==> config.mk <==
export PLATFORM = sky130hd
export DESIGN_NAME = spram_be_pipe_flat
export DESIGN_NICKNAME = d
export VERILOG_FILES = /design/src/rtl/spram_be_pipe_if.sv /design/src/rtl/spram_be_pipe.sv /design/src/flat_wrapper.sv
export SDC_FILE = /design/constraint.sdc
export NUM_CORES = 1
export LEC_CHECK = 0
export ABC_AREA = 1
export BUFFER_PORTS_ARGS = -buffer_cell sky130_fd_sc_hd__buf_2
export CAP_MARGIN = 20
export CORE_MARGIN = 1.5
export CORE_UTILIZATION = 30
export CTS_CLUSTER_SIZE = 30
export DETAILED_ROUTE_END_ITERATION = 8
export PLACE_DENSITY = 0.52
export SLEW_MARGIN = 20
export SYNTH_ARGS = -nofsm -noshare
export SYNTH_HDL_FRONTEND = slang
export SYNTH_SLANG_ARGS = --single-unit
export TNS_END_PERCENT = 50
==> constraint.sdc <==
create_clock -name clk -period 5.15 [get_ports clk]
set_input_delay 1.03 -clock clk [delete_from_list [all_inputs] [get_ports clk]]
set_output_delay 1.03 -clock clk [all_outputs]
set_load 0.01 [all_outputs]
==> src/rtl/spram_be_pipe_if.sv <==
// Access bus for spram_be_pipe: request fields in,
// response data, response strobe and sweep status out.
interface spram_be_pipe_if #(
    parameter int DATA_WIDTH = 16,
    parameter int LANE_WIDTH = 8,
    parameter int ADDR_WIDTH = 4
);
    localparam int NUM_LANES = DATA_WIDTH / LANE_WIDTH;

    logic                  ena;
    logic [NUM_LANES-1:0]  wea;
    logic [ADDR_WIDTH-1:0] addr;
    logic [DATA_WIDTH-1:0] din;
    logic [DATA_WIDTH-1:0] dout;
    logic                  read_valid;
    logic                  busy;

    modport master (
        output ena, wea, addr, din,
        input  dout, read_valid, busy
    );

    modport slave (
        input  ena, wea, addr, din,
        output dout, read_valid, busy
    );
endinterface

==> src/rtl/spram_be_pipe.sv <==
// Single-port RAM with byte-lane writes, selectable
// read-during-write mode, optional output register and zero-fill sweep.
module spram_be_pipe #(
    parameter int DATA_WIDTH = 16,
    parameter int LANE_WIDTH = 8,
    parameter int ADDR_WIDTH = 4,
    parameter int WRITE_MODE = 0,
    parameter int OUT_REG    = 0,
    parameter int INIT_CLEAR = 1
) (
    input  logic clk,
    input  logic rst,
    spram_be_pipe_if.slave bus
);
    localparam int NUM_LANES = DATA_WIDTH / LANE_WIDTH;
    localparam int DEPTH     = 1 << ADDR_WIDTH;

    typedef enum logic {CLEAR, RUN} state_t;

    state_t                state;
    state_t                state_nx;
    logic [ADDR_WIDTH-1:0] cnt;
    logic [ADDR_WIDTH-1:0] cnt_nx;
    logic                  clr_we;

    logic [DATA_WIDTH-1:0] mem [DEPTH];

    logic                  acc;
    logic                  wr;
    logic [DATA_WIDTH-1:0] old_word;
    logic [DATA_WIDTH-1:0] merged;
    logic                  rsp_v;
    logic [DATA_WIDTH-1:0] rsp_d;
    logic [DATA_WIDTH-1:0] dout_q;
    logic                  rv_q;

    // sweep state and clear counter
    always_ff @(posedge clk or negedge rst) begin
        if (!rst) begin
            state <= (INIT_CLEAR != 0) ? CLEAR : RUN;
            cnt   <= '0;
        end else begin
            state <= state_nx;
            cnt   <= cnt_nx;
        end
    end

    // sweep sequencing: one zero write per cycle, leave after last word
    always_comb begin
        state_nx = state;
        cnt_nx   = cnt;
        clr_we   = 1'b0;
        case (state)
            CLEAR: begin
                clr_we = 1'b1;
                cnt_nx = cnt + ADDR_WIDTH'(1);
                if (cnt == ADDR_WIDTH'(DEPTH - 1))
                    state_nx = RUN;
            end
            default: ;
        endcase
    end

    assign bus.busy = (state == CLEAR);
    assign acc      = (state == RUN) && bus.ena;
    assign wr       = acc && (|bus.wea);
    assign old_word = mem[bus.addr];

    // lane merge of write data over the stored word
    always_comb begin
        merged = old_word;
        for (int i = 0; i < NUM_LANES; i++) begin
            if (bus.wea[i])
                merged[i*LANE_WIDTH +: LANE_WIDTH] =
                    bus.din[i*LANE_WIDTH +: LANE_WIDTH];
        end
    end

    // response selection for reads and read-during-write
    always_comb begin
        rsp_v = 1'b0;
        rsp_d = old_word;
        if (acc) begin
            if (!wr) begin
                rsp_v = 1'b1;
            end else begin
                case (WRITE_MODE)
                    1: begin
                        rsp_v = 1'b1;
                        rsp_d = merged;
                    end
                    2:       rsp_v = 1'b0;
                    default: rsp_v = 1'b1;
                endcase
            end
        end
    end

    // array update; reset leaves contents alone, the sweep zeroes them
    always_ff @(posedge clk) begin
        if (clr_we && rst)
            mem[cnt] <= '0;
        else if (wr)
            mem[bus.addr] <= merged;
    end

    generate
        if (OUT_REG != 0) begin : g_reg
            logic                  st_v;
            logic [DATA_WIDTH-1:0] st_d;

            // extra response stage, flushed by reset
            always_ff @(posedge clk or negedge rst) begin
                if (!rst) begin
                    st_v   <= 1'b0;
                    st_d   <= '0;
                    rv_q   <= 1'b0;
                    dout_q <= '0;
                end else begin
                    st_v <= rsp_v;
                    if (rsp_v)
                        st_d <= rsp_d;
                    rv_q <= st_v;
                    if (st_v)
                        dout_q <= st_d;
                end
            end
        end else begin : g_direct
            // single response register, dout holds between responses
            always_ff @(posedge clk or negedge rst) begin
                if (!rst) begin
                    rv_q   <= 1'b0;
                    dout_q <= '0;
                end else begin
                    rv_q <= rsp_v;
                    if (rsp_v)
                        dout_q <= rsp_d;
                end
            end
        end
    endgenerate

    assign bus.dout       = dout_q;
    assign bus.read_valid = rv_q;
endmodule

==> src/flat_wrapper.sv <==
// flat-port wrapper written by rule: the top's interface ports become plain ports
module spram_be_pipe_flat 
#(
    parameter int DATA_WIDTH = 16,
    parameter int LANE_WIDTH = 8,
    parameter int ADDR_WIDTH = 4,
    parameter int WRITE_MODE = 0,
    parameter int OUT_REG    = 0,
    parameter int INIT_CLEAR = 1
)
  (clk, rst, bus_ena, bus_wea, bus_addr, bus_din, bus_dout, bus_read_valid, bus_busy);
  spram_be_pipe_if #(.DATA_WIDTH(DATA_WIDTH), .LANE_WIDTH(LANE_WIDTH), .ADDR_WIDTH(ADDR_WIDTH)) bus_i ();
  input  logic clk;
  input  logic rst;
  input wire logic [$bits(bus_i.ena)-1:0] bus_ena;
  input wire logic [$bits(bus_i.wea)-1:0] bus_wea;
  input wire logic [$bits(bus_i.addr)-1:0] bus_addr;
  input wire logic [$bits(bus_i.din)-1:0] bus_din;
  output wire logic [$bits(bus_i.dout)-1:0] bus_dout;
  output wire logic [$bits(bus_i.read_valid)-1:0] bus_read_valid;
  output wire logic [$bits(bus_i.busy)-1:0] bus_busy;
  assign bus_i.ena = bus_ena;
  assign bus_i.wea = bus_wea;
  assign bus_i.addr = bus_addr;
  assign bus_i.din = bus_din;
  assign bus_dout = bus_i.dout;
  assign bus_read_valid = bus_i.read_valid;
  assign bus_busy = bus_i.busy;
  spram_be_pipe #(.DATA_WIDTH(DATA_WIDTH), .LANE_WIDTH(LANE_WIDTH), .ADDR_WIDTH(ADDR_WIDTH), .WRITE_MODE(WRITE_MODE), .OUT_REG(OUT_REG), .INIT_CLEAR(INIT_CLEAR)) u_core (.clk(clk), .rst(rst), .bus(bus_i));
endmodule
Word level (Yosys, flattened, before mapping)
Memory sizes are Yosys's and may differ from the RTL's.
Cells that the tools add are included.
{"block": "classes", "reduce_logical": 5, "n_bitwise": 1, "eq_ne": 1, "addsub": 1, "mux": 14}
{"op": "two-way mux 16 bit", "count": 1}
{"op": "two-way mux 8 bit", "count": 2}
{"op": "OR reduction 16 bit", "count": 1}
{"op": "two-way mux 1 bit", "count": 10}
{"op": "adder 4 x 1 -> 4 bit, second input constant", "count": 1}
{"op": "equality test 4 bit, second input constant", "count": 1}
{"op": "two-way mux 4 bit", "count": 1}
{"op": "logical AND 1 bit", "count": 3}
{"op": "OR reduction 2 bit", "count": 1}
{"op": "inverter 1 bit", "count": 1}
{"block": "word_totals", "out_inout_bits": 18, "word_cells": 27, "ff_bits": 22, "mem_bits_rw": 256, "memories": 1}
{"name": "u_core.mem", "words": 16, "width": 16, "read_ports": 1, "rd_ports_with_merged_regs": 0, "wr": 1, "line_no": "spram_be_pipe.sv:26", "source": "logic [DATA_WIDTH-1:0] mem [DEPTH];"}

Depth between registers and ports, before layout
Gate-level depths: netlist of the first run.
{"block": "logic_depth", "word_depth": 7, "mapped_depth": 11}

Worst setup path after synthesis of the first run
No wires, ideal clock.
{"block": "synth_path", "path_kind": "input port to flip-flop", "from": "in bus_addr[0]", "to": "mem u_core.mem[7][0] (enable)", "n_path_buf": 2, "arrival_ps": 2438, "cell_stages": 6, "setup_time_ps": 388, "required_time_ps": 4762, "path_slack_ps": 2324, "cell_sequence": "inv_1 -> buf_2 -> buf_2 -> o21ai_2 -> nand2_1 -> nor2_1"}
{"block": "synth_via", "elab_chain_len": 1}
{"element": "from (decl)", "line_no": "flat_wrapper.sv:17", "source": "input wire logic [$bits(bus_i.addr)-1:0] bus_addr;"}
{"element": "two-way mux 4 bit (no source line)"}
{"element": "to (decl)", "line_no": "spram_be_pipe.sv:26"}
No other way between the ends.

Worst setup path in the final report of the first run
{"block": "layout_path", "from": "in bus_wea[1]", "to": "mem u_core.mem[1][2] (enable)"}
{"block": "layout_via", "elab_chain_len": 7}
{"element": "from (decl)", "line_no": "flat_wrapper.sv:16", "source": "input wire logic [$bits(bus_i.wea)-1:0] bus_wea;"}
{"element": "OR reduction 2 bit (*)", "line_no": "spram_be_pipe.sv:66", "source": "assign wr = acc && (|bus.wea);"}
{"element": "logical AND 1 bit (*)", "line_no": "spram_be_pipe.sv:66"}
{"element": "two-way mux 1 bit (*)", "line_no": "spram_be_pipe.sv:103", "source": "else if (wr)"}
{"element": "two-way mux 1 bit (*)", "line_no": "spram_be_pipe.sv:101", "source": "if (clr_we && rst)"}
{"element": "two-way mux 1 bit (not written as such) (*)", "line_no": "spram_be_pipe.sv:104", "source": "mem[bus.addr] <= merged;"}
{"element": "OR reduction 16 bit (no source line)"}
{"element": "two-way mux 4 bit (no source line) / two-way mux 1 bit (equally long branches)"}
Mark *: on every way between the ends. The rest lies on a longest branch, timed or not.

==> impl_metrics.sql, run 1 <==
INSERT INTO impl_metrics (metric_group, metric, value, unit) VALUES
('run_status', 'outcome', 'completed', ''),
('clocking', 'number_of_h_tree_levels', '1', ''),
('final_layout', 'num_antenna_cells', '0', ''),
('timing', 'report.final.slew_viol_count', '0', ''),
('logic_synthesis', 'fraction_of_the_yosys_area_taken_by_sequential_cells', '0.6804', ''),
('logic_synthesis', 'synth-simple-area-share', '0.2407', ''),
('floorplan', 'die_width', '203.9', 'um'),
('power_and_ir_drop', 'vdd_ir_drop_max', '0.0002589', 'V'),
('floorplan', 'floorplan.initialDensity', '0.3047', ''),
('final_layout', 'filler_cell_count', '4005', ''),
('floorplan', 'die-area', '41570', 'um2'),
('drt', 'route.detailed.wl_per_inst', '18.21', 'um'),
('logic_synthesis', 'synth-xor-area-share', '0.002170', ''),
('clocking', 'worst_path_clk_slew', '0.06', 'ns'),
('timing', 'maxClockFrequency', '0.3178', 'GHz'),
('logic_synthesis', 'mappedNetlistArea', '12110', 'um2'),
('critical_path', 'criticalPathCategory', 'in -> reg', ''),
('logic_synthesis', 'yosysMostFrequentCell', 'nand2_1', ''),
('logic_synthesis', 'yosysWarningCount', '0', ''),
('logic_synthesis', 'synth_compound_area_frac', '0.003617', ''),
('final_layout', 'non_filler_cell_area_final', '13850', 'um2'),
('drt', 'detailed_routed_wire_length_on_met3', '2.573', 'mm'),
('clocking', 'postCtsSetupBuffers', '0', ''),
('final_layout', 'area.growth.synth_to_final', '14.41', '%'),
('timing', 'max_slew.worst_pin.slew', '1.061', 'ns'),
('logic_synthesis', 'dominantRegCellSynth', 'edfxtp_1', ''),
('grt', 'grt_pass1_wl', '49.86', 'mm'),
('logic_synthesis', 'synthesis.area_per_instance', '9.981', 'um2'),
('floorplan', 'fp_rows', '73', ''),
('clocking', 'ctsRootBufferMaster', 'clkbuf_16', ''),
('drt', 'wl_met2', '14.91', 'mm'),
('logic_synthesis', 'synthesis.instances', '1213', ''),
('timing', 'rsz0062_at_grt', 'false', ''),
('final_layout', 'drive_above_1_share', '0.1047', ''),
('timing', 'final_tns_setup', '0', 'ns'),
('grt', 'track_usage', '0.1595', ''),
('drt', 'm1WireLength', '14.47', 'mm'),
('floorplan', 'placeable_core_area', '39730', 'um2'),
('logic_synthesis', 'async_flop_share', '0.07914', ''),
('logic_synthesis', 'synth_top_family_by_area', 'simple AND/OR/NAND/NOR gates', ''),
('drt', 'detailroute.via_count', '8200', ''),
('placement', 'portBuffers', '42', ''),
('critical_path', 'timing.critical_path.arrival', '3.30', 'ns'),
('timing', 'layout_worst_path_cycle_share', '0.6110', ''),
('critical_path', 'worstPathRequired', '5.30', 'ns'),
('power_and_ir_drop', 'pwrdens', '355.4', 'nW/um2'),
('clocking', 'worstSkewPairLatency', '0.54', 'ns'),
('logic_synthesis', 'synth-edff-count', '256', ''),
('clocking', 'cts-buffers-inserted', '29', ''),
('drt', 'drt-pass1-iter-count', '5', ''),
('logic_synthesis', 'synth_area_leader_cell', 'edfxtp_1', ''),
('grt', 'grt_antenna_before_repair', '1', ''),
('clocking', 'ctsResizeCount', '0', ''),
('grt', 'grt_start_max_net_pins', '75', ''),
('logic_synthesis', 'muxShareOfSynthArea', '0', ''),
('timing', 'clock_skew', '0.009584', 'ns'),
('final_layout', 'final_net_count', '1275', ''),
('drt', 'drcViolationCount', '0', ''),
('critical_path', 'path_max_fanout', '25', ''),
('drt', 'routed_via_density', '4.568', ''),
('timing', 'worst_slew_margin_rel', '0.2920', ''),
('power_and_ir_drop', 'power.static_leakage', '5.980', 'nW'),
('clocking', 'ctsLongestPathBuffers', '3', ''),
('timing', 'whs', '0.4630', 'ns'),
('logic_synthesis', 'yosysUniqueCellTypes', '21', ''),
('timing', 'setup_viol', '0', ''),
('drt', 'wirelength', '32.68', 'mm'),
('grt', 'number_of_global_route_vias_before_repair', '8028', ''),
('grt', 'grt_overflow', '0', ''),
('timing', 'finalHoldViolCount', '0', ''),
('drt', 'drt_iter0_drc', '828', '');
## cells in the final DEF (no fill, tap or decap), drive strengths merged
master / n
nand4: 1
nor2: 48
xor2: 2
ha: 1
edfxtp: 256
clkbuf: 33
bufinv: 3
buf: 63
clkinv: 15
nand2: 480
nand3: 181
dfrtp: 22
inv: 159
o21ai: 5
xnor2: 1
## state kept, by name, indices dropped and copies added (netlist names)
register and cells:
u_core.state 1, u_core.bus.dout 16, u_core.mem 256, u_core.bus.read_valid 1
u_core.cnt 4
## worst max-delay path, cell delays in order
cell     delay (ns)
buf_2          0.12
o21ai_4        0.62
nand2_1        0.10
o21ai_1        0.19
nand3_1        0.32
nor2_2         0.90
## final timing paths
check | start | to | slack (ns)
setup / recovery | bus_wea[1] | u_core.mem[1][2] | 2.00
hold / removal | rst | u_core.bus.dout[2] | 0.46
setup reg to reg | u_core.state | u_core.mem[1][2] | 2.12
hold reg to reg | u_core.bus.dout[1] | u_core.bus.dout[1] | 0.48
max in group asynchronous | rst | u_core.bus.dout[5] | 4.33
min in group clk | u_core.bus.dout[1] | u_core.bus.dout[1] | 0.48
## layout make-up
class                           count  area [um2]  share of cell area
Clock buffer                       33       740.7             0.05348
Clock inverter                     19       163.9             0.01183
Inverter                          158       600.6             0.04336
Multi-Input combinational cell    719        3052              0.2203
Sequential cell                   278        8238              0.5948
Tap cell                          525       656.9             0.04743
Timing Repair Buffer               63       399.1             0.02882
## per-stage QoR
| step | worst slack [ns] | cells | utilization | power [mW] |
|---|---|---|---|---|
| after floorplan | 2.324 | 1213 | - | 2.806 |
| after global placement | 1.484 | 1742 | 0.3252 | 2.952 |
| after detailed placement | 1.455 | 1743 | 0.3256 | 2.957 |
| after CTS | 2.019 | 1795 | 0.3484 | 4.960 |
| after global routing | 1.849 | 1795 | 0.3486 | 5.087 |
| final | 2.003 | 1795 | 0.3486 | 4.922 |
## cell families after synthesis
kind of cell             after synthesis
XOR/XNOR                               3
AND/OR/NAND/NOR                      710
flip-flops                           278
adder cells (fa/ha/maj)                1
buffers and inverters                216
AO/OA/AOI/OAI                          5
## report_power, final
group	leakage [nW]	internal [mW]	total, mW	switching, mW
clock	0.449	1.17	2.02	0.842
sequential	2.66	2.52	2.53	0.0129
combinational	2.87	0.0937	0.374	0.280
total	5.98	3.79	4.92	1.13
## routing by layer
| metal | vias to the layer above | track usage |
|---|---|---|
| met5 | - | 0 |
| met4 | 2 | 0.03624 |
| met3 | 45 | 0.03157 |
| met2 | 264 | 0.2563 |
| met1 | 3906 | 0.2220 |
| li1 | 3983 | - |
(Power assumes the default switching activity.)
==> run 2: changes to the inputs <==
--- a/config.mk
+++ b/config.mk
@@ -12,7 +12,7 @@
 export CORE_UTILIZATION = 30
 export CTS_CLUSTER_SIZE = 30
 export DETAILED_ROUTE_END_ITERATION = 8
-export PLACE_DENSITY = 0.52
+export PLACE_DENSITY = 0.53
 export SLEW_MARGIN = 20
 export SYNTH_ARGS = -nofsm -noshare
 export SYNTH_HDL_FRONTEND = slang
==> constraint.sdc (replaced) <==
create_clock -name clk -period 2.6 [get_ports clk]
set_input_delay 0.52 -clock clk [delete_from_list [all_inputs] [get_ports clk]]
set_output_delay 0.52 -clock clk [all_outputs]
set_load 0.01 [all_outputs]
==> run 2 against run 1 <==
  * Critical path type is now reg -> reg
  * First-iteration DRC count down 8.6%
  * Worst hold slack got worse by 0.091 ns
  * Largest cell class unchanged
  * Die area unchanged
  * Register-to-register slack got worse by 1.8 ns
  * Count of clock-buffer cells in the layout is 1 higher
  * Sequential power is 98% higher
  * Core utilization is 2.1 points higher
  * Clock skew down 0.0015 ns
  * Power grew 110%
  * Combinational power up 130%
  * Clock power increased by 130%
  * Non-clock buffer count rose by 50
==> impl_metrics.sql, run 2 (synthesized netlist as in run 1, its figures left out) <==
INSERT INTO impl_metrics (metric_group, metric, value, unit) VALUES
('run_status', 'outcome', 'completed', ''),
('grt', 'grt_start_max_net_pins', '65', ''),
('timing', 'clock_skew', '0.008117', 'ns'),
('final_layout', 'largest_register', 'u_core.mem', ''),
('flow_run', 'drv.max_cap_violation_count', '0', ''),
('placement', 'post-dp-hpwl', '20.40', 'mm'),
('drt', 'drt_iter0_drc', '757', ''),
('timing', 'setup_viol', '0', ''),
('clocking', 'ctsLongestPathBuffers', '3', ''),
('final_layout', 'largest_register_ffs', '256', ''),
('clocking', 'cts-buffers-inserted', '30', ''),
('drt', 'wirelength', '31.08', 'mm'),
('clocking', 'worstSkewPairLatency', '0.55', 'ns'),
('drt', 'drt-pass1-iter-count', '5', ''),
('grt', 'grt_pass1_wl', '48.34', 'mm'),
('final_layout', 'seq_area', '8238', 'um2'),
('critical_path', 'cp-start-kind', 'flop', ''),
('final_layout', 'layout.cells.most_common_list', 'nand2_1 (474), edfxtp_1 (256), nand3_1 (181)', ''),
('critical_path', 'path_max_fanout', '18', ''),
('final_layout', 'area.growth.synth_to_final', '21.20', '%'),
('placement', 'post-place-cells', '1792', ''),
('timing', 'maxClockFrequency', '0.4443', 'GHz'),
('clocking', 'ctsRootBufferMaster', 'clkbuf_16', ''),
('final_layout', 'multi_input_area', '3037', 'um2'),
('final_layout', 'num_antenna_cells', '0', ''),
('grt', 'number_of_global_route_vias_before_repair', '7990', ''),
('drt', 'ant_nets', '0', ''),
('floorplan', 'fp_rows', '73', ''),
('grt', 'track_usage', '0.1524', ''),
('critical_path', 'timing.critical_path.arrival', '2.50', 'ns'),
('critical_path', 'criticalPathCategory', 'reg -> reg', ''),
('clocking', 'number_of_h_tree_levels', '1', ''),
('drt', 'routed_via_density', '4.495', ''),
('grt', 'grt_overflow', '0', ''),
('timing', 'rsz0062_at_grt', 'false', ''),
('clocking', 'postCtsSetupBuffers', '0', ''),
('timing', 'worst_slew_margin_rel', '0.5693', ''),
('final_layout', 'drive_above_1_share', '0.1412', ''),
('floorplan', 'ios', '43', ''),
('placement', 'place.gp.congestion', '0.8717', ''),
('power_and_ir_drop', 'vdd_ir_drop_max', '0.0005446', 'V'),
('floorplan', 'floorplan.initialDensity', '0.3047', ''),
('final_layout', 'filler_cell_count', '3950', ''),
('grt', 'grt_antenna_before_repair', '2', ''),
('floorplan', 'placeable_core_area', '39730', 'um2'),
('clocking', 'tritoncts', 'done', ''),
('min_path', 'hold_class', 'in -> reg', ''),
('clocking', 'clkSinkCount', '278', ''),
('placement', 'portBuffers', '42', ''),
('timing', 'finalCriticalPeriod', '2.251', 'ns'),
('clocking', 'worst_path_clk_slew', '0.06', 'ns'),
('final_layout', 'final_cell_count_no_fill', '1849', ''),
('drt', 'route.detailed.wl_per_inst', '16.81', 'um'),
('drt', 'drcViolationCount', '0', ''),
('floorplan', 'die_height', '203.9', 'um'),
('clocking', 'hold_buffers', '1', ''),
('timing', 'final_tns_setup', '0', 'ns'),
('drt', 'detailroute.via_count', '8311', ''),
('final_layout', 'layout.cells.most_common', 'nand2_1', ''),
('critical_path', 'r2r_setup_slack', '0.35', 'ns'),
('placement', 'placed_area', '13570', 'um2'),
('power_and_ir_drop', 'power.static_leakage', '6.391', 'nW'),
('clocking', 'ctsResizeCount', '0', ''),
('timing', 'max_slew.worst_pin.slew', '0.6453', 'ns'),
('floorplan', 'die-area', '41570', 'um2'),
('floorplan', 'die_width', '203.9', 'um'),
('critical_path', 'worstPathRequired', '2.85', 'ns'),
('timing', 'report.final.slew_viol_count', '0', ''),
('timing', 'layout_worst_path_cycle_share', '0.8657', ''),
('power_and_ir_drop', 'pwrdens', '719.2', 'nW/um2'),
('timing', 'finalHoldViolCount', '0', ''),
('final_layout', 'non_filler_cell_area_final', '14670', 'um2'),
('critical_path', 'worstSetupEndpointType', 'flop', ''),
('final_layout', 'final_net_count', '1326', '');
==> run 2: power breakdown <==
part | leakage, nW | switching (mW) | internal [mW] | total, mW
sequential | 2.66 | 0.0259 | 4.99 | 5.02
clock | 0.527 | 1.73 | 2.95 | 4.68
combinational | 3.20 | 0.578 | 0.284 | 0.862
total | 6.39 | 2.33 | 8.22 | 10.6
==> run 2: final cells by class <==
type | count | area share
Timing Repair Buffer | 113 | 0.07146
Inverter | 158 | 0.04093
Tap cell | 525 | 0.04477
Clock inverter | 22 | 0.02081
Sequential cell | 278 | 0.5614
Clock buffer | 34 | 0.05364
Multi-Input combinational cell | 719 | 0.2070
==> run 2: worst paths after layout <==
path                                          start               endpoint  cells past startpoint
worst max-delay path                   u_core.state      u_core.mem[9][14]                      9
worst min-delay path                        bus_ena     u_core.bus.dout[9]                      4
worst max register to register         u_core.state      u_core.mem[9][14]                      9
worst min register to register  u_core.bus.dout[12]    u_core.bus.dout[12]                      2
max in group asynchronous                       rst     u_core.bus.dout[3]                      3
min in group asynchronous                       rst  u_core.bus.read_valid                      3
==> run 2: per-layer routing <==
| metal | share of wire | track usage | vias up | routed length (um) |
|---|---|---|---|---|
| met3 | 0.059 | 0.02663 | 47 | 1846 |
| met2 | 0.45 | 0.2398 | 211 | 13970 |
| met1 | 0.47 | 0.2181 | 3949 | 14660 |
| li1 | - | - | 4100 | - |
| met4 | 0.019 | 0.03651 | 4 | 585 |
| met5 | 0.00074 | 0 | - | 23 |
==> run 2: critical path: stages, from the launching register on <==
cell,delay [ns]
dfrtp_1,0.45
nand2_4,0.18
inv_6,0.17
o21ai_4,0.15
nand2_1,0.08
o21ai_1,0.10
inv_1,0.11
nand3_1,0.20
nor2_2,0.24
buf_4,0.25
==> run 2: metrics by stage <==
stage               hold WS (ns)  setup WS, ns  total power [mW]  utilization
floorplan                 0.2244        0.2840             5.557            -
global placement          0.4604        0.2680             5.968       0.3416
detailed placement        0.4671        0.2475             5.974       0.3416
CTS                       0.3489        0.3635             10.64       0.3693
global route              0.3991        0.2037             10.91       0.3693
finish                    0.3717        0.3492             10.55       0.3693
